## src/rtl/clk_div_prog.sv

```systemverilog
// clk_div_prog: programmable divider giving a 50% square wave or a periodic strobe, plus a terminal-count tick
module clk_div_prog #(
   parameter int CNT_W       = 26,
   parameter int DEFAULT_DIV = 25
) (
   input  logic             clk,
   input  logic             rst,
   input  logic             en,
   input  logic             mode,
   input  logic             load,
   input  logic [CNT_W-1:0] div_in,
   output logic             out,
   output logic             tick,
   output logic [CNT_W-1:0] div_q
);
   logic [CNT_W-1:0] cnt_q, cnt_d, div_d;
   logic out_q, out_d, tick_q, tick_d, mode_q, mode_d, term;
   always_comb begin
      term   = en && (cnt_q == div_q - 1'b1);
      cnt_d  = cnt_q;
      out_d  = out_q;
      tick_d = 1'b0;
      div_d  = div_q;
      mode_d = mode;
      if (load || mode != mode_q) begin
         cnt_d = '0;
         if (load) div_d = (div_in == '0) ? CNT_W'(1) : div_in;
         if (mode != mode_q) out_d = 1'b0;
      end else if (en) begin
         cnt_d  = term ? '0 : cnt_q + 1'b1;
         tick_d = term;
         out_d  = mode_q ? term : out_q ^ term;
      end else if (mode_q) out_d = 1'b0;
   end
   always_ff @(posedge clk) begin
      if (rst) begin
         cnt_q  <= '0;
         out_q  <= 1'b0;
         tick_q <= 1'b0;
         div_q  <= CNT_W'(DEFAULT_DIV);
         mode_q <= 1'b0;
      end else begin
         cnt_q  <= cnt_d;
         out_q  <= out_d;
         tick_q <= tick_d;
         div_q  <= div_d;
         mode_q <= mode_d;
      end
   end
   assign out  = out_q;
   assign tick = tick_q;
endmodule
```

## config.mk

```make
export PLATFORM = sky130hd
export DESIGN_NAME = clk_div_prog
export DESIGN_NICKNAME = d
export VERILOG_FILES = /design/src/rtl/clk_div_prog.sv
export SDC_FILE = /design/constraint.sdc
export NUM_CORES = 1
export LEC_CHECK = 0
export ABC_AREA = 1
export BUFFER_PORTS_ARGS = -buffer_cell sky130_fd_sc_hd__buf_4
export CAP_MARGIN = 0
export CORE_ASPECT_RATIO = 1.2
export CORE_MARGIN = 2
export CORE_UTILIZATION = 35
export DETAILED_ROUTE_END_ITERATION = 10
export PLACE_DENSITY = 0.61
export SETUP_SLACK_MARGIN = 0.15
export SLEW_MARGIN = 20
export SYNTH_ARGS = -nofsm -noshare
export SYNTH_HDL_FRONTEND = slang
export SYNTH_SLANG_ARGS = --single-unit
```

## constraint.sdc

```tcl
create_clock -name clk -period 2.72 [get_ports clk]
set_input_delay 0.136 -clock clk [delete_from_list [all_inputs] [get_ports clk]]
set_output_delay 0.136 -clock clk [all_outputs]
set_load 0.05 [all_outputs]
```

==> reports/results.tsv <==
metric	value	unit
outcome	finished clean	
hold slack	0.0561	ns
Multi-input gate area	0.00245	mm^2
worst setup margin	0.413	ns
Startpoint Class	flip-flop	
Layout area overhead	17.2	%
Max Clock Freq	433	MHz
Routed Antenna Nets	0	
average size of a mapped cell	6.72	um^2
Initial DRC Count	168	
final setup vio count	0	
drc violations	0	
Worst EP required	2.89	ns
aggregate global-route resource usage	19.8	%
Slew @ Worst Pin	0.582	ns
clk slew on worst S/H paths	0.07	ns
Slew Viols, Final	0	
Critical Path Fanout Max	23	
crit end category	flip-flop	
Routed WL	11300	um
final core utilization	42.4	%
hpwl dp	9240	um
VDD IR max	249	uV
Final Cycle Share	84.8	%
Post-Syn Nets	605	
Max Cap Violations	0	
initial antenna violation count	0	
number of clock buffers inserted by TritonCTS	5	
Final nets	657	
routed length per instance	15.0	um
pwr/cell area	433	mW/mm^2
n_diodes	0	
post-DR vias/cell	5.07	
Site Rows	41	
cell area after synthesis	0.00384	mm^2
total clock sinks	55	
Pleak	1.97	nW
number of global-route vias before repair	3804	
Post CTS Setup Buffer Count	0	
Root Buffer	clkbuf_16	
Crit Path Class	flip-flop to flip-flop	
IO Pins	59	
Clock Skew	0.00701	ns
Gate power share	22.7	%
Clock Path Buffers	2	
Worst EP arrival	2.48	ns
die area	0.0118	mm^2
hold-fix buffers at CTS	0	
setup TNS	0	ns
largest net degree at the start of global routing	37	
initial core utilization	36.2	%
core area	0.0106	mm^2
sequential share of the synthesized area	28.6	%
# H-tree levels	2	
post-synth cell types	37	
share of cells above drive strength 1	19.7	%
CTS tree	yes	
hold crit path type	primary input to flip-flop	
Final Total Pwr	1.95	mW
yosys warns	0	
Clk network pwr share	31.8	%
Die X	99.7	um
Setup WS pre-CTS	0.269	ns
switching share of total power	32.3	%
Worst slew margin	61.2	%
Mapped Cells	572	
RSZ-0062 raised after global routing	no	
Congestion Overflow GR	0	
post-cts sizing count	0	
Int Power	1.32	mW
via count	3822	
Sw Pwr	0.631	mW
Fillers	1093	
register area	0.00110	mm^2
number of synthesized register bits	55	
drt pass-1 iters	5	
Tmin final	2.31	ns
# port buffers	58	
final hold vios	0	
die height	119	um
worst skew pair latency	0.29	ns
Final GP Congestion	0.893	
first-pass GRT wire length	18500	um
sequential power share	45.5	%
[Yosys cell counts (all sizes together)]
cell type / count / area (um^2)
nor2: 128 / 641
nand2: 127 / 532
inv: 57 / 214
dfxtp: 55 / 1100
xor2: 40 / 350
nand3: 34 / 170
o21ai: 31 / 155
a21oi: 18 / 90.1
nand4: 17 / 106
nor3: 11 / 65.1
clkbuf: 9 / 33.8
xnor2: 9 / 78.8
nor4: 7 / 43.8
nand3b: 6 / 45.0
buf: 4 / 52.6
a211oi: 3 / 22.5
and2: 2 / 12.5
ha: 2 / 25.0
nor4b: 2 / 17.5
o211a: 2 / 20.0
o22ai: 2 / 12.5
clkinv: 1 / 3.75
nor3b: 1 / 7.51
o211ai: 1 / 7.51
o21bai: 1 / 7.51
or2: 1 / 6.26
xnor3: 1 / 22.5
[power groups by stage]
stage	logic, mW	clock network, mW	registers, mW
after floorplan	0.227	0	0.977
after global placement	0.437	0	0.905
after detailed placement	0.440	0	0.906
after CTS	0.442	0.631	0.887
after global routing	0.490	0.665	0.891
final	0.444	0.622	0.888
[worst paths after layout]
check | slack (ns) | from | end | cells past startpoint
setup / recovery | 0.41 | div_q[0] | cnt_q[15] | 13
hold / removal | 0.06 | mode | mode_q | 3
setup reg to reg | 0.41 | div_q[0] | cnt_q[15] | 13
hold reg to reg | 0.54 | div_q[0] | div_q[0] | 2
[registers in the layout (all words and copies together), names as in the netlist]
signal  count
cnt_q      26
div_q      26
mode_q      1
out         1
tick        1
[layer usage]
metal | routed length [um] | GRT usage (%) | part of all wire, %
met5 | 0 | 0 | 0
met4 | 289 | 7.79 | 2.6
met3 | 332 | 2.72 | 2.9
met2 | 5830 | 35.3 | 52
met1 | 4820 | 23.6 | 43
[cells in the final DEF, fill, tap and decap left out, drive strengths merged]
| master | instances |
|---|---|
| o211ai | 1 |
| nor4 | 7 |
| nand2 | 127 |
| dfxtp | 55 |
| or2 | 1 |
| xnor3 | 1 |
| o21ai | 31 |
| xnor2 | 9 |
| o22ai | 2 |
| ha | 2 |
| nor3b | 1 |
| inv | 57 |
| nand3b | 6 |
| a211oi | 3 |
| a21oi | 18 |
| nand4 | 17 |
| nor2 | 128 |
| o211a | 2 |
| o21bai | 1 |
| buf | 58 |
| nor4b | 2 |
| nand3 | 34 |
| nor3 | 11 |
| clkinv | 2 |
| and2 | 2 |
| clkbuf | 7 |
| xor2 | 40 |
[through the flow]
step | instance area (um^2) | cells
2_1_floorplan | 3840 | 572
3_3_place_gp | 4350 | 746
3_5_place_dp | 4350 | 746
4_1_cts | 4490 | 754
5_1_grt | 4510 | 754
6_report | 4510 | 754
[worst max-delay path, stage by stage (launching register included)]
cell,delay (ns)
dfxtp_1,0.33
inv_1,0.11
ha_1,0.30
nand2_4,0.14
nor2_8,0.21
nand2_2,0.11
xor2_1,0.15
nand3_1,0.10
nor2_1,0.13
nand2_1,0.09
nor2_4,0.15
nand2_4,0.09
nand2_8,0.19
nor3_1,0.07
[cell type report]
class | instances | share of cell area [%]
multi-input combinational | 446 | 54.4
timing repair buffer | 58 | 9.66
inverter | 58 | 4.83
tap | 129 | 3.58
sequential | 55 | 24.4
clock buffer | 7 | 2.94
clock inverter | 1 | 0.111
[cell families (layout without fill, tap and decap cells)]
family                     Yosys count  in the layout  synth area share, %
AOI/OAI and AO/OA                   58             58                 8.20
xor gates and xnor gates            50             50                 11.8
adders and majority gates            2              2                0.651
buffers and inverters               71            124                 7.91
DFF                                 55             55                 28.6
and+or+nand+nor                    336            336                 42.8
(Power assumes the default switching activity.)
